**config.mk**
```make
export PLATFORM = sky130hd
export DESIGN_NAME = accum_overflow_ctrl_flat
export DESIGN_NICKNAME = d
export VERILOG_FILES = /design/src/rtl/accum_overflow_ctrl_if.sv /design/src/rtl/accum_overflow_ctrl.sv /design/src/flat_wrapper.sv
export SDC_FILE = /design/constraint.sdc
export NUM_CORES = 1
export LEC_CHECK = 0
export CAP_MARGIN = 15
export CORE_ASPECT_RATIO = 1.2
export CORE_MARGIN = 2
export CORE_UTILIZATION = 45
export DETAILED_ROUTE_END_ITERATION = 10
export PLACE_DENSITY = 0.88
export REMOVE_ABC_BUFFERS = 1
export SKIP_LAST_GASP = 1
export SLEW_MARGIN = 10
export SYNTH_ARGS = -nofsm -noshare
export SYNTH_HDL_FRONTEND = slang
export SYNTH_SLANG_ARGS = --single-unit
```
**constraint.sdc**
```tcl
create_clock -name clk -period 4.71 [get_ports clk]
set_input_delay 1.1775 -clock clk [delete_from_list [all_inputs] [get_ports clk]]
set_output_delay 1.1775 -clock clk [all_outputs]
set_load 0.02 [all_outputs]
```
**src/rtl/accum_overflow_ctrl_if.sv**
```systemverilog
// Stream/control bundle between the accumulator controller and its source/consumer.
// master drives operands and start; slave (the controller) returns the result.
interface accum_overflow_ctrl_if #(
    parameter int WIDTH = 8,
    parameter int CNT_W = 4
);
    logic             start;
    logic [WIDTH-1:0] init;
    logic [CNT_W-1:0] count;
    logic             op_valid;
    logic             op_ready;
    logic [WIDTH-1:0] op_data;
    logic             op_sub;
    logic             res_valid;
    logic             res_ready;
    logic [WIDTH-1:0] result;
    logic             ovf;
    logic [CNT_W-1:0] ovf_count;
    logic             busy;

    modport master (
        output start, init, count, op_valid, op_data, op_sub, res_ready,
        input  op_ready, res_valid, result, ovf, ovf_count, busy
    );

    modport slave (
        input  start, init, count, op_valid, op_data, op_sub, res_ready,
        output op_ready, res_valid, result, ovf, ovf_count, busy
    );
endinterface

```
**src/rtl/accum_overflow_ctrl.sv**
```systemverilog
// Signed add/sub accumulator sequencer with two's-complement overflow tracking.
// Define ACCUM_SATURATE_EN to clamp the accumulator on overflow instead of wrapping.
module accum_overflow_ctrl #(
    parameter int WIDTH = 8,
    parameter int CNT_W = 4
) (
    input  logic clk,
    input  logic rst,
    accum_overflow_ctrl_if.slave bus
);
    typedef enum logic [1:0] {
        IDLE  = 2'd0,
        ACCUM = 2'd1,
        DONE  = 2'd2
    } state_e;

    state_e           state_q, state_d;
    logic [WIDTH-1:0] acc_q, acc_d;
    logic [CNT_W-1:0] rem_q, rem_d;
    logic [CNT_W-1:0] ovfc_q, ovfc_d;
    logic             ovf_q, ovf_d;
    logic [WIDTH-1:0] sum;
    logic             a_msb, b_msb, s_msb;
    logic             v;

    assign sum   = bus.op_sub ? acc_q - bus.op_data : acc_q + bus.op_data;
    assign a_msb = acc_q[WIDTH-1];
    assign b_msb = bus.op_data[WIDTH-1];
    assign s_msb = sum[WIDTH-1];
    assign v     = bus.op_sub ? ((a_msb != b_msb) && (s_msb != a_msb))
                              : ((a_msb == b_msb) && (s_msb != a_msb));

`ifdef ACCUM_SATURATE_EN
    logic [WIDTH-1:0] clamp;
    // Overflow direction follows the sign of the accumulator before the step.
    assign clamp = a_msb ? {1'b1, {(WIDTH-1){1'b0}}}
                         : {1'b0, {(WIDTH-1){1'b1}}};
`endif

    always_ff @(posedge clk) begin
        if (rst) begin
            state_q <= IDLE;
            acc_q   <= '0;
            rem_q   <= '0;
            ovf_q   <= 1'b0;
            ovfc_q  <= '0;
        end else begin
            state_q <= state_d;
            acc_q   <= acc_d;
            rem_q   <= rem_d;
            ovf_q   <= ovf_d;
            ovfc_q  <= ovfc_d;
        end
    end

    always_comb begin
        state_d = state_q;
        acc_d   = acc_q;
        rem_d   = rem_q;
        ovf_d   = ovf_q;
        ovfc_d  = ovfc_q;
        unique case (state_q)
            IDLE: begin
                if (bus.start) begin
                    acc_d   = bus.init;
                    rem_d   = bus.count;
                    ovf_d   = 1'b0;
                    ovfc_d  = '0;
                    state_d = (bus.count == '0) ? DONE : ACCUM;
                end
            end
            ACCUM: begin
                if (bus.op_valid) begin
`ifdef ACCUM_SATURATE_EN
                    acc_d = v ? clamp : sum;
`else
                    acc_d = sum;
`endif
                    rem_d = rem_q - 1'b1;
                    if (v) begin
                        ovf_d = 1'b1;
                        if (ovfc_q != '1) ovfc_d = ovfc_q + 1'b1;
                    end
                    if (rem_q == CNT_W'(1)) state_d = DONE;
                end
            end
            DONE: begin
                if (bus.res_ready) state_d = IDLE;
            end
            default: state_d = IDLE;
        endcase
    end

    assign bus.op_ready  = (state_q == ACCUM);
    assign bus.res_valid = (state_q == DONE);
    assign bus.busy      = (state_q != IDLE);
    assign bus.result    = acc_q;
    assign bus.ovf       = ovf_q;
    assign bus.ovf_count = ovfc_q;
endmodule

```
**src/flat_wrapper.sv**
```systemverilog
// flat-port wrapper written by rule: the top's interface ports become plain ports
module accum_overflow_ctrl_flat 
#(
    parameter int WIDTH = 8,
    parameter int CNT_W = 4
)
  (clk, rst, bus_start, bus_init, bus_count, bus_op_valid, bus_op_data, bus_op_sub, bus_res_ready, bus_op_ready, bus_res_valid, bus_result, bus_ovf, bus_ovf_count, bus_busy);
  accum_overflow_ctrl_if #(.WIDTH(WIDTH), .CNT_W(CNT_W)) bus_i ();
  input  logic clk;
  input  logic rst;
  input wire logic [$bits(bus_i.start)-1:0] bus_start;
  input wire logic [$bits(bus_i.init)-1:0] bus_init;
  input wire logic [$bits(bus_i.count)-1:0] bus_count;
  input wire logic [$bits(bus_i.op_valid)-1:0] bus_op_valid;
  input wire logic [$bits(bus_i.op_data)-1:0] bus_op_data;
  input wire logic [$bits(bus_i.op_sub)-1:0] bus_op_sub;
  input wire logic [$bits(bus_i.res_ready)-1:0] bus_res_ready;
  output wire logic [$bits(bus_i.op_ready)-1:0] bus_op_ready;
  output wire logic [$bits(bus_i.res_valid)-1:0] bus_res_valid;
  output wire logic [$bits(bus_i.result)-1:0] bus_result;
  output wire logic [$bits(bus_i.ovf)-1:0] bus_ovf;
  output wire logic [$bits(bus_i.ovf_count)-1:0] bus_ovf_count;
  output wire logic [$bits(bus_i.busy)-1:0] bus_busy;
  assign bus_i.start = bus_start;
  assign bus_i.init = bus_init;
  assign bus_i.count = bus_count;
  assign bus_i.op_valid = bus_op_valid;
  assign bus_i.op_data = bus_op_data;
  assign bus_i.op_sub = bus_op_sub;
  assign bus_i.res_ready = bus_res_ready;
  assign bus_op_ready = bus_i.op_ready;
  assign bus_res_valid = bus_i.res_valid;
  assign bus_result = bus_i.result;
  assign bus_ovf = bus_i.ovf;
  assign bus_ovf_count = bus_i.ovf_count;
  assign bus_busy = bus_i.busy;
  accum_overflow_ctrl #(.WIDTH(WIDTH), .CNT_W(CNT_W)) u_core (.clk(clk), .rst(rst), .bus(bus_i));
endmodule
```
==> PnR_summary.wiki, run 1 <==
{| class="wikitable"
! Metric !! Value
|-
| Run status || completed
|-
| Setup repair after global routing missed its margin || false
|-
| Post-layout total power || 494 µW
|-
| Insertion delay of the later-clocked pin in the worst-skew pair || 0.30 ns
|-
| Post-synthesis average cell area || 7.99 µm²
|-
| GRT Overall Usage || slightly above 20%
|-
| Required time reported for the critical path endpoint || 4.95 ns
|-
| Sinks on Clock Net || 19
|-
| Part of the Yosys area used for sequential elements || 26.9%
|-
| Category of the worst setup path launch point || input pin
|-
| Count of TritonRoute iterations in the first routing pass || 5
|-
| Final Setup Violations || 0
|-
| Proportion of layout cells with a drive suffix above 1 || 5.14%
|-
| Clock slew at the register clock pins of the worst setup and hold paths || 0.11 ns
|-
| Worst setup slack before clock tree synthesis || 0.246 ns
|-
| Die Outline Area || 3610 µm²
|-
| Most common flop cell mapped by yosys || dfxtp_1
|-
| Core Footprint || 3030 µm²
|-
| Final worst slack || 0.575 ns
|-
| Path class of the lowest-slack min-delay path || reg -> reg
|-
| HPWL after detailed placement || 2540 µm
|-
| Delay-heaviest family, CP || simple AND/OR/NAND/NOR gates
|-
| Area of the mapped netlist || 1420 µm²
|-
| Buf/Inv on CP || 2
|-
| Post-detailed-route wirelength per cell || 13.3 µm
|-
| Via density per instance || 5.52
|-
| Maximum clock insertion buffer count || 2
|-
| Area of the multi-input gates || about 940 µm²
|-
| Worst Path Max Fanout || 6
|-
| Number of max-cap violations || 0
|-
| Antenna Diode Count || 0
|-
| IR Drop Worst-Case VDD || 0.000207 V
|-
| Number of hold-slack violations in the final timing report || 0
|-
| Maximum clock frequency || 0.242 GHz
|-
| Setup Buffers After CTS || 0
|-
| Iter 0 DRT Violations || 31
|-
| Worst Clk Skew || 0.00600 ns
|-
| Final Wtd Congestion || 0.869
|-
| Number of buffers inserted for hold repair after clock tree synthesis || 0
|-
| Number of antenna violations at the first check in global routing || 0
|-
| Minimum clock period after layout || 4.14 ns
|-
| Total Negative Setup Slacks || 0 ns
|-
| Total leakage power || 0.000743 µW
|-
| Number of flops mapped to enable cells by yosys || 0
|-
| FILL cells || 286
|-
| Antenna viol nets, final || 0
|-
| Total power per unit cell area || ~270 nW/µm²
|-
| Number of cell rows || 22
|-
| Path type of the worst setup path || in -> reg
|-
| Slew of the pin with the lowest slew margin || 0.640 ns
|-
| Max-slew headroom at the worst pin || 57.3%
|-
| Max-slew violation count || 0
|-
| Crit end category || register
|-
| Cts repair resizes || 0
|-
| Area taken by flip-flops and latches || 380 µm²
|-
| Wire length after detailed routing || 3320 µm
|-
| Utilization after layout || ~61%
|-
| Remaining DRCs || 0
|-
| Number of buffers added on ports || 41
|-
| Synth warnings || 0
|-
| Synth Instances || 177
|-
| CTS HTree Levels || 1
|-
| GR Overflow Total || 0
|-
| Number of clock buffers inserted by TritonCTS || 3
|-
| Register bit total from synthesis || 19
|-
| TritonCTS clock tree || built
|-
| Largest net degree at the start of global routing || 18
|-
| Net count reported at finish || approximately 250
|-
| Cells along the critical path || clkdlybuf4s50_1, inv_1, ha_1, mux2i_1, ha_1, nor2b_1, o31ai_1, a32oi_1, xnor2_1, mux2i_1, or4_1, a21boi_1
|-
| Longest individual stage delay on the worst path || 0.53 ns
|-
| Cell at the root of the clock tree || clkbuf_4
|-
| Starting utilization of the core area || 46.7%
|-
| Library cell contributing the largest single delay on the critical path || clkdlybuf4s50_1
|-
| Number of distinct standard cells referenced by the synthesized netlist || 40
|-
| Async set-or-reset flop fraction in the synthesized netlist || 0%
|-
| Die Ht || 65.4 µm
|-
| Wire length of the first global-routing pass || 5540 µm
|-
| Overall die width || roughly 55 µm
|-
| Total via count in the routed design || between 1000 and 1500
|-
| Min Hold Slack || approximately 0.48 ns
|-
| Area growth, synth to finish || 31.4%
|-
| Worst Path Arrival || 4.37 ns
|-
| Tcrit/Tclk final || a little under 90%
|-
| Vias in the first global route || 1379
|-
| Number of I/O pins || 42
|-
| Minimum setup slack among reg-to-reg paths || ~2.2 ns
|}
## worst paths after layout
path | start | cells past startpoint | end
worst max-delay path | bus_op_data[0] | 12 | u_core.bus.ovf_count[3]
worst min-delay path | u_core.rem_q[1] | 2 | u_core.rem_q[1]
worst max register to register | u_core.bus.result[1] | 8 | u_core.bus.ovf_count[3]
worst min register to register | u_core.rem_q[1] | 2 | u_core.rem_q[1]
## sequential cells by signal, summed over array words and instances (netlist names)
signal and flops:
u_core.rem_q 4, u_core.bus.ovf_count 4, u_core.bus.result 8, u_core.bus.ovf 1, u_core.state_q 2
## worst reg2reg max path: stages (launching register included)
cell	delay [ns]
dfxtp_1	0.44
ha_1	0.26
nor2b_1	0.14
o31ai_1	0.28
a32oi_1	0.17
xnor2_1	0.32
mux2i_1	0.22
or4_1	0.53
a21boi_1	0.14
## power breakdown
group | leakage [µW] | switching, µW | total [µW] | internal, µW
clock | 0.0000150 | 49.1 | 82.1 | 33.0
combinational | 0.000571 | 109 | 219 | 110
sequential | 0.000156 | 17.6 | 193 | 176
total | 0.000743 | 176 | 494 | 318
## per-layer routing
metal	global-route usage, %	up-vias	routed length [µm]
met5	0	-	0
met4	11.6	0	51
met3	2.27	5	125
met2	36.0	30	1740
met1	23.4	641	1400
li1	-	703	-
## through the flow
stage          std cells  area, µm²
2_1_floorplan        168       1370
3_3_place_gp         246       1830
3_5_place_dp         246       1830
4_1_cts              250       1860
5_1_grt              250       1860
6_report             250       1860
## kinds of logic (layout without fill, tap and decap cells)
family / Yosys count / count (layout) / share of synthesized area (%)
adder cells (fa/ha/maj): 12 / 12 / 11.1
AO/OA/AOI/OAI: 48 / 48 / 22.3
AND/OR/NAND/NOR: 54 / 54 / 18.7
multiplexers: 6 / 6 / 4.33
flip-flops: 19 / 19 / 26.9
XOR/XNOR: 15 / 15 / 9.81
buffers and inverters: 23 / 60 / 6.90
## cells in the final DEF, fill, tap and decap left out, drive strengths merged, types with 3 or more instances in the layout
master and count:
clkdlybuf4s50 41, dfxtp 19, nor2 17, a21oi 16, nand2 16, inv 14
xnor2 13, ha 11, mux2i 5, o21ai 5, a211oi 5, nor3 5
a31oi 4, clkbuf 4, nand3 3, o221ai 3, o211ai 3
## area by class of cell
cell class | count | share of cell area, %
Timing Repair Buffer | 42 | 22.5
Tap cell | 36 | 2.42
Clock buffer | 4 | 1.41
Inverter | 14 | 2.83
Multi-Input combinational cell | 135 | 50.4
Sequential cell | 19 | 20.5
## synth_stat cells, types with 3 or more instances
cell type | count | area (µm²)
clkbuf_1 | 8 | 30.0
ha_1 | 11 | 138
inv_1 | 14 | 52.6
mux2i_1 | 5 | 50.1
nand2_1 | 16 | 60.1
a211oi_1 | 5 | 37.5
dfxtp_1 | 19 | 380
nand3_1 | 3 | 15.0
nor2_1 | 17 | 63.8
o221ai_1 | 3 | 26.3
nor3_1 | 3 | 15.0
o211ai_1 | 3 | 22.5
o21ai_0 | 5 | 25.0
a31oi_1 | 4 | 25.0
xnor2_1 | 12 | 105
a21oi_1 | 16 | 80.1
(Power assumes the default switching activity.)
==> run 2: changes to the inputs <==
- ABC_AREA: default -> 1
- PLACE_DENSITY: 0.88 -> 0.86
- SLEW_MARGIN: 10 -> 20
==> run 2 against run 1 <==
  * Wire length rose by 9.0%
  * Synthesized cell count rose by 28%
  * Via count is 17% higher
  * Sequential cell count unchanged
  * Global-route usage is 1.6 points lower
  * Critical path depth increased by 9
  * Maximum frequency increased by 6.0%
  * Critical endpoint is now u_core.bus.ovf_count[1]
  * Largest power group unchanged
  * Highest routed layer unchanged
==> PnR_summary.wiki, run 2 <==
{| class="wikitable"
! Metric !! Value
|-
| Run status || completed (unchanged)
|-
| CTS HTree Levels || 1 (unchanged)
|-
| Wire length of the first global-routing pass || 5970 µm (was 5540 µm)
|-
| Area of the mapped netlist || 1580 µm² (was 1420 µm²)
|-
| IR Drop Worst-Case VDD || 0.000368 V (was 0.000207 V)
|-
| Number of antenna violations at the first check in global routing || 0 (unchanged)
|-
| Path type of the worst setup path || in -> reg (unchanged)
|-
| Die Outline Area || 4000 µm² (was 3610 µm²)
|-
| Die Ht || 68.9 µm (was 65.4 µm)
|-
| Area of the multi-input gates || 1030 µm² (was 937 µm²)
|-
| Setup repair after global routing missed its margin || false (unchanged)
|-
| Tcrit/Tclk final || 82.9% (was 87.8%)
|-
| Launch point of the worst path || bus_op_data[0] (unchanged)
|-
| Final non-filler cell total || 302 (was 250)
|-
| TritonCTS clock tree || built (unchanged)
|-
| HPWL after detailed placement || 2830 µm (was 2540 µm)
|-
| Number of I/O pins || 42 (unchanged)
|-
| Number of cells on the worst reg-to-reg path || 8 (unchanged)
|-
| Number of logic stages on the critical path including buffering || 21 (was 12)
|-
| Largest register FFs || 8 (unchanged)
|-
| Delay-heaviest family, CP || simple AND/OR/NAND/NOR gates (unchanged)
|-
| Count of TritonRoute iterations in the first routing pass || 4 (was 5)
|-
| Required time reported for the critical path endpoint || 4.84 ns (was 4.95 ns)
|-
| Iter 0 DRT Violations || 68 (was 31)
|-
| Final Wtd Congestion || 0.804 (was 0.869)
|-
| Part of the Yosys area used for sequential elements || 24.1% (was 26.9%)
|-
| Library cell contributing the largest single delay on the critical path || clkdlybuf4s50_1 (unchanged)
|-
| Antenna viol nets, final || 0 (unchanged)
|-
| Minimum clock period after layout || 3.90 ns (was 4.14 ns)
|-
| Crit end category || register (unchanged)
|-
| Antenna Diode Count || 0 (unchanged)
|-
| Via density per instance || 5.33 (was 5.52)
|-
| Number of hold-slack violations in the final timing report || 0 (unchanged)
|-
| Cell at the root of the clock tree || clkbuf_8 (was clkbuf_4)
|-
| Longest individual stage delay on the worst path || 0.42 ns (was 0.53 ns)
|-
| Vias in the first global route || 1479 (was 1379)
|-
| Post-detailed-route wirelength per cell || 12.0 µm (was 13.3 µm)
|-
| GR Overflow Total || 0 (unchanged)
|-
| Core Footprint || 3340 µm² (was 3030 µm²)
|-
| Proportion of layout cells with a drive suffix above 1 || 9.43% (was 5.14%)
|-
| Number of max-cap violations || 0 (unchanged)
|-
| Most common cell after layout, fill and taps aside || clkdlybuf4s50_1 (unchanged)
|-
| Wire length after detailed routing || 3620 µm (was 3320 µm)
|-
| Sinks on Clock Net || 19 (unchanged)
|-
| Register bit total from synthesis || 19 (unchanged)
|-
| Area growth, synth to finish || 29.6% (was 31.4%)
|-
| Starting utilization of the core area || 47.3% (was 46.7%)
|-
| Total leakage power || 0.000884 µW (was 0.000743 µW)
|-
| Largest net degree at the start of global routing || 24 (was 18)
|-
| Top cell type's share of synthesized area || 24.1% (was 26.9%)
|-
| Synth warnings || 0 (unchanged)
|-
| Total power per unit cell area || 562 nW/µm² (was 266 nW/µm²)
|-
| Worst Path Max Fanout || 6 (unchanged)
|-
| Leading cell types in the layout, fill and taps excluded || clkdlybuf4s50_1 (41), nand2_1 (37), inv_1 (33) (was clkdlybuf4s50_1 (41), dfxtp_1 (19), nor2_1 (17))
|-
| FILL cells || 298 (was 286)
|-
| Post-synthesis average cell area || 6.98 µm² (was 7.99 µm²)
|-
| Most common flop cell mapped by yosys || dfxtp_1 (unchanged)
|-
| Most used standard cell by instance count after synthesis || nand2_1 (was dfxtp_1)
|-
| Slew of the pin with the lowest slew margin || 0.872 ns (was 0.640 ns)
|-
| Setup Buffers After CTS || 0 (unchanged)
|-
| Total via count in the routed design || 1611 (was 1379)
|-
| Number of buffers inserted for hold repair after clock tree synthesis || 0 (unchanged)
|-
| Cells along the critical path || clkdlybuf4s50_1, inv_1, ha_1, inv_1, nor2_1, inv_1, o31ai_1, xnor2_1, inv_1, ha_1, nand2_1, nand2_1, o21bai_2, a21oi_1, nand3_2, nand3_2, nand3_4, nand3_4, nand2_1, nand2_1, nor2_1 (was clkdlybuf4s50_1, inv_1, ha_1, mux2i_1, ha_1, nor2b_1, o31ai_1, a32oi_1, xnor2_1, mux2i_1, or4_1, a21boi_1)
|-
| Number of distinct standard cells referenced by the synthesized netlist || 35 (was 40)
|-
| Total Negative Setup Slacks || 0 ns (unchanged)
|-
| Path class of the lowest-slack min-delay path || reg -> reg (unchanged)
|-
| Area taken by flip-flops and latches || 380 µm² (unchanged)
|-
| Worst setup slack before clock tree synthesis || 0.530 ns (was 0.246 ns)
|-
| End point of the critical path || u_core.bus.ovf_count[1] (was u_core.bus.ovf_count[3])
|-
| Ranking of synthesized cells by instance count || nand2_1 (37), inv_1 (33), nor2_1 (21) (was dfxtp_1 (19), nor2_1 (17), a21oi_1 (16), nand2_1 (16), inv_1 (14))
|-
| Worst Path Arrival || 4.04 ns (was 4.37 ns)
|-
| Worst Clk Skew || 0.00282 ns (was 0.00600 ns)
|-
| Cts repair resizes || 0 (unchanged)
|-
| Minimum setup slack among reg-to-reg paths || 2.40 ns (was 2.15 ns)
|-
| Worst r2r src || u_core.state_q[0] (was u_core.bus.result[1])
|-
| Maximum clock frequency || 0.256 GHz (was 0.242 GHz)
|-
| Category of the worst setup path launch point || input pin (unchanged)
|-
| Insertion delay of the later-clocked pin in the worst-skew pair || 0.25 ns (was 0.30 ns)
|-
| Number of buffers added on ports || 41 (unchanged)
|-
| Final worst slack || 0.807 ns (was 0.575 ns)
|-
| Number of cell rows || 23 (was 22)
|-
| Overall die width || 58.1 µm (was 55.2 µm)
|-
| Top cells by area, synth || dfxtp_1 (24%), nand2_1 (8.8%), ha_1 (8.7%) (was dfxtp_1 (27%), ha_1 (9.7%), xnor2_1 (7.4%))
|-
| Number of flops mapped to enable cells by yosys || 0 (unchanged)
|-
| Buf/Inv on CP || 5 (was 2)
|-
| Post-synth top area cell || dfxtp_1 (unchanged)
|-
| Async set-or-reset flop fraction in the synthesized netlist || 0% (unchanged)
|-
| Synth Instances || 226 (was 177)
|-
| Maximum clock insertion buffer count || 2 (unchanged)
|-
| Net count reported at finish || 304 (was 253)
|-
| Max-slew headroom at the worst pin || 41.8% (was 57.3%)
|-
| Remaining DRCs || 0 (unchanged)
|-
| Clock slew at the register clock pins of the worst setup and hold paths || 0.07 ns (was 0.11 ns)
|-
| GRT Overall Usage || 19.1% (was 20.7%)
|-
| Worst r2r dst || u_core.bus.result[0] (was u_core.bus.ovf_count[3])
|-
| Placed Instances || 298 (was 246)
|-
| Final Setup Violations || 0 (unchanged)
|-
| Number of clock buffers inserted by TritonCTS || 3 (unchanged)
|-
| Max-slew violation count || 0 (unchanged)
|}
-- run 2: cell types whose count changed after synthesis, moves of 5 or more --
cell,change
nand3_1,+9
mux2i_1,-5
inv_1,+19
clkbuf_1,-5
nand2_2,+5
o21ai_0,+9
xnor2_1,-9
nand2_1,+21
-- run 2: logic make-up after synthesis --
kind of cell,share of synthesized area [%]
AND/OR/NAND/NOR,28.3
AO/OA/AOI/OAI,20.6
buffers and inverters,10.8
flip-flops,24.1
adder cells (fa/ha/maj),9.99
XOR/XNOR,6.19
-- run 2: worst reg2reg max path, stage by stage, from the launching register on --
cell and delay, ns:
dfxtp_1 0.39, inv_2 0.13, nor2_4 0.10, inv_2 0.23, o22ai_2 0.11, nor2_2 0.68, inv_2 0.21, a211oi_1 0.24
a211oi_1 0.07
-- run 2: report_power, final --
group | total (µW) | internal [µW] | switching, µW
registers | 293 | 226 | 66.8
logic | 744 | 306 | 438
clock network | 112 | 60.1 | 51.9
-- run 2: worst min path at each step --
stage | from | endpoint | slack (ns) | cells past startpoint
after detailed placement | u_core.rem_q[3] | u_core.rem_q[3] | 0.46 | 2
after floorplan | u_core.rem_q[3] | u_core.rem_q[3] | 0.44 | 2
final | u_core.rem_q[3] | u_core.rem_q[3] | 0.47 | 2
after global routing | u_core.rem_q[3] | u_core.rem_q[3] | 0.49 | 2
after CTS | u_core.rem_q[3] | u_core.rem_q[3] | 0.47 | 2
after global placement | u_core.rem_q[3] | u_core.rem_q[3] | 0.46 | 2
-- run 2: routing by layer --
metal	part of all wire, %	GRT usage, %	vias to the layer above
met5	0	0	-
met4	1.4	7.27	0
met1	44	22.6	726
met3	4.8	1.87	6
met2	49	35.7	46
li1	-	-	833
-- run 2: layout make-up --
class	instances	area share, %
clock buffers	4	2.20
inverters	36	6.61
multi-input cells	165	50.2
flip-flops and latches	19	18.6
well taps	37	2.26
repair buffers	41	20.1
-- run 2: per-stage QoR --
| step | total power, µW | instance area, µm² | utilization (%) | hold slack, ns |
|---|---|---|---|---|
| 2_1_floorplan | 801 | 1540 | - | 0.439 |
| 3_3_place_gp | 1020 | 2000 | 59.9 | 0.456 |
| 3_5_place_dp | 1040 | 2000 | 59.9 | 0.463 |
| 4_1_cts | 1160 | 2040 | 61.2 | 0.474 |
| 5_1_grt | 1250 | 2040 | 61.2 | 0.487 |
| 6_report | 1150 | 2040 | 61.2 | 0.471 |
==> RTL edit 1: new RTL, flow settings as in run 2 <==
Build with the macro `ACCUM_SATURATE_EN` defined.
--- a/src/rtl/accum_overflow_ctrl.sv
+++ b/src/rtl/accum_overflow_ctrl.sv
@@ -1,4 +1,6 @@
 // Signed add/sub accumulator sequencer with two's-complement overflow tracking.
 // Define ACCUM_SATURATE_EN to clamp the accumulator on overflow instead of wrapping.
+`define ACCUM_SATURATE_EN
+
 module accum_overflow_ctrl #(
     parameter int WIDTH = 8,
Function: changed (a bounded check fails within 4 cycles, from zero or initial values and one cycle with rst high).
==> RTL edit 1 against run 2 <==
  * The flow now finishes with violations (DRC)
  * Via count grew 4.7%
  * Hold slack worse by 0.016 ns
  * Critical endpoint unchanged
  * First-iteration DRC count up 8.8%
  * Power is 4.2% lower
  * Critical path type unchanged
  * Final area rose by 2.6%
  * Setup slack worse by 0.028 ns
  * Wire length grew 6.7%
  * Area after synthesis up 2.3%
  * Sequential cell count stayed put
  * Register-to-register slack better by 0.08 ns
  * Synthesized cell count up 12%
  * Non-clock buffer count did not move
  * Largest power group unchanged
==> RTL edit 1: results (changes against run 2) <==
| Metric | Value |
|---|---|
| Met1 Use GR | 23.5% (was 22.6%) |
| Vias in the first global route | 1649 (was 1479) |
| R2R Path End | u_core.bus.ovf_count[0] (was u_core.bus.result[0]) |
| Mean Syn Cell Area | 6.40 um2 (was 6.98 um2) |
| CP max FO | 7 (was 6) |
| First-pass GRT wire length | 6.59 mm (was 5.97 mm) |
| Min Hold Slack | 0.455 ns (was 0.471 ns) |
| Final Critical Period | 3.93 ns (was 3.90 ns) |
| Placed Cells incl. Taps | 326 (was 298) |
| Data buffer area share | 19.6% (was 20.1%) |
| Hold Startpoint | u_core.bus.ovf (was u_core.rem_q[3]) |
| Data arrival, critical path | 4.12 ns (was 4.04 ns) |
| Fin util | 61.8% (was 61.2%) |
| 1st-iter DRT viols | 74 (was 68) |
| Layout cell share with drive strength beyond 1 | 5.12% (was 9.43%) |
| R2R setup slack | 2.48 ns (was 2.40 ns) |
| Drt drc | 3 (was 0) |
| Actual slew at the worst max-slew pin | 0.587 ns (was 0.872 ns) |
| Inverters | 35 (was 36) |
| Vias per inst | 5.11 (was 5.33) |
| Most frequent cells after synthesis | nand2_1 (52), nor2_1 (38), inv_1 (33) (was nand2_1 (37), inv_1 (33), nor2_1 (21), a21oi_1 (20), dfxtp_1 (19)) |
| Violated checks | DRC |
| DP Area | 2050 um2 (was 2000 um2) |
| Layout Skew | 0.000691 ns (was 0.00282 ns) |
| Largest net degree at the start of global routing | 20 (was 24) |
| DP HPWL | 3.00 mm (was 2.83 mm) |
| Fraction of area in multi-input gates | 51.7% (was 50.2%) |
| Status | complete, but fails checks (was complete, no violations) |
| Multi-Input Combinational | 194 (was 165) |
| RD Place Congestion | 0.791 (was 0.804) |
[RTL edit 1: cell types whose count changed after synthesis, sizes merged, moves of 2 or more]
| cell | delta |
|---|---|
| nand3b | +3 |
| nand3 | +4 |
| nor2 | +15 |
| nand4 | -3 |
| xnor2 | +3 |
| o22ai | -2 |
| o221ai | -2 |
| nand2 | +13 |
| a211oi | -2 |
[RTL edit 1: worst register-to-register path: stages (launching register included)]
cell     delay, ns
dfxtp_1       0.38
inv_1         0.11
nor2_4        0.34
inv_2         0.20
nor2_1        0.18
inv_1         0.09
nand2_4       0.18
inv_1         0.20
nand3_1       0.16
nand2_1       0.10
nand2_1       0.10
nor2_1        0.05
nor2_1        0.10
[RTL edit 1: where the power goes]
part | internal (mW) | switching, mW | total [mW]
Sequential | 0.216 | 0.0548 | 0.271
Combinational | 0.295 | 0.425 | 0.719
Clock | 0.0601 | 0.0511 | 0.111
Total | 0.571 | 0.531 | 1.10
==> RTL edit 2: new RTL, config.mk and constraints of run 2 <==
Made on the original files. Reset style: asynchronous (`rst`), changed in one clocked block.
--- a/src/rtl/accum_overflow_ctrl.sv
+++ b/src/rtl/accum_overflow_ctrl.sv
@@ -38,5 +38,5 @@
 `endif
 
-    always_ff @(posedge clk) begin
+    always_ff @(posedge clk or posedge rst) begin
         if (rst) begin
             state_q <= IDLE;
Formal check against the unedited RTL: differs if rst is asserted again (counterexample within 4 cycles, from zero or initial values and one cycle with rst high); with rst held inactive, the same outputs for 10 cycles.
==> RTL edit 2 against run 2 <==
  * The flow now finishes with violations (DRC)
  * Wire length is 2.9% lower
  * Largest cell class unchanged
  * Combinational power grew 18%
  * Sequential cell count stayed put
  * Sequential power rose by 7.2%
  * Highest routed layer unchanged
  * Critical endpoint is now u_core.bus.ovf_count[3]
  * Hold slack gained 0.054 ns
  * Critical path type unchanged
  * Final area up 1.8%
  * Setup slack better by 0.27 ns
  * Global-route usage is 0.67 points higher
  * First-iteration DRC count is 16% higher
  * Count of clock-buffer cells in the layout unchanged
  * Utilization about the same
  * Area after synthesis is 2.4% higher
  * Power rose by 14%
  * Via count is 2.6% lower
==> RTL edit 2: results (changes against run 2) <==
| Metric | Value |
|---|---|
| Most frequent cells after synthesis | nand2_1 (39), inv_1 (24), nand3_1 (20), dfrtp_1 (19), o21ai_0 (17) (was nand2_1 (37), inv_1 (33), nor2_1 (21), a21oi_1 (20), dfxtp_1 (19)) |
| Max incr delay on CP | 0.44 ns (was 0.42 ns) |
| Via count | 1569 (was 1611) |
| Drt drc | 1 (was 0) |
| Tot GR Track Use | 19.8% (was 19.1%) |
| Top FF cell, synth | dfrtp_1 (was dfxtp_1) |
| Largest net degree at the start of global routing | 20 (was 24) |
| Ranking of synthesized cells by area | dfrtp_1 (29%), nand2_1 (9.1%), ha_1 (8.5%) (was dfxtp_1 (24%), nand2_1 (8.8%), ha_1 (8.7%)) |
| Seq/Total Area, Yosys | 29.4% (was 24.1%) |
| Async set or reset register ratio after synthesis | 100% (was 0%) |
| Mean Syn Cell Area | 7.38 um2 (was 6.98 um2) |
| Placed Cells incl. Taps | 292 (was 298) |
| Slew HR | 52.2% (was 41.8%) |
| 1st-iter DRT viols | 79 (was 68) |
| Fillers | 315 (was 298) |
| DP HPWL | 2.81 mm (was 2.83 mm) |
| Internal power | 0.659 mW (was 0.592 mW) |
| CP max FO | 4 (was 6) |
| DRT Pass-1 Iters | 7 (was 4) |
| Hold path endpoint | u_core.bus.ovf (was u_core.rem_q[3]) |
| Nets@finish | 298 (was 304) |
| Status | complete, but fails checks (was complete, no violations) |
| Leak | 0.969 nW (was 0.884 nW) |
| Violated checks | DRC |
| R2R Path Start | u_core.bus.result[0] (was u_core.state_q[0]) |
| Layout Skew | 0.00146 ns (was 0.00282 ns) |
| Vias per inst | 5.30 (was 5.33) |
RTL edit 2: cell count changes in the layout (fill, tap and decap cells not counted), sizes merged, moves of 2 or more:
cell | before | now
a211oi | 4 | 1
a21oi | 20 | 11
dfrtp | 0 | 19
dfxtp | 19 | 0
inv | 36 | 30
nand2 | 42 | 52
nand3 | 18 | 22
nand4 | 3 | 0
nor2 | 24 | 18
o211ai | 0 | 2
o21ai | 15 | 22
o22ai | 3 | 1
xnor2 | 3 | 6
RTL edit 2: how the worst max path moves through the flow:
stage | cells after the start | end | slack (ns) | from
floorplan | 19 | u_core.bus.ovf_count[3] | 1.51 | bus_op_data[0]
global placement | 20 | u_core.bus.ovf_count[0] | 0.92 | bus_op_data[0]
detailed placement | 20 | u_core.bus.ovf_count[0] | 0.82 | bus_op_data[0]
CTS | 20 | u_core.bus.ovf_count[0] | 1.06 | bus_op_data[0]
global route | 19 | u_core.bus.ovf_count[3] | 0.75 | bus_op_data[0]
finish | 20 | u_core.bus.ovf_count[3] | 1.08 | bus_op_data[0]
RTL edit 2: cells by family after synthesis:
logic type / count (synthesis) / share of synthesized area, %
and+or+nand+nor: 97 / 28.8
buffers and inverters: 35 / 9.22
AOI/OAI and AO/OA: 45 / 16.3
adders and majority gates: 12 / 9.76
xor gates and xnor gates: 11 / 6.43
DFF: 19 / 29.4
RTL edit 2: final cells by class:
cell class,instances,area share [%]
Multi-Input combinational cell,165,47.6
Sequential cell,19,22.9
Timing Repair Buffer,41,19.7
Inverter,30,5.41
Tap cell,37,2.22
Clock buffer,4,2.16
RTL edit 2: power by group through the flow:
| stage | logic (mW) | clock network, mW | registers (mW) |
|---|---|---|---|
| 2_1_floorplan | 0.580 | 0 | 0.354 |
| 3_3_place_gp | 0.861 | 0 | 0.315 |
| 3_5_place_dp | 0.879 | 0 | 0.317 |
| 4_1_cts | 0.886 | 0.113 | 0.315 |
| 5_1_grt | 1.00 | 0.121 | 0.328 |
| 6_report | 0.880 | 0.114 | 0.314 |
RTL edit 2: routing by layer:
metal / vias to the layer above / routed length [um] / global-route usage, %
met2: 38 / 1770 / 34.8
met1: 719 / 1520 / 24.1
li1: 803 / - / -
met4: 0 / 90 / 8.08
met5: - / 0 / 0
met3: 9 / 125 / 1.68
RTL edit 2: through the flow:
| stage | util (%) | hold slack [ns] |
|---|---|---|
| after floorplan | - | 0.510 |
| after global placement | 59.9 | 0.512 |
| after global routing | 61.3 | 0.566 |
| after CTS | 61.3 | 0.529 |
| after detailed placement | 59.9 | 0.518 |
| final | 61.3 | 0.525 |
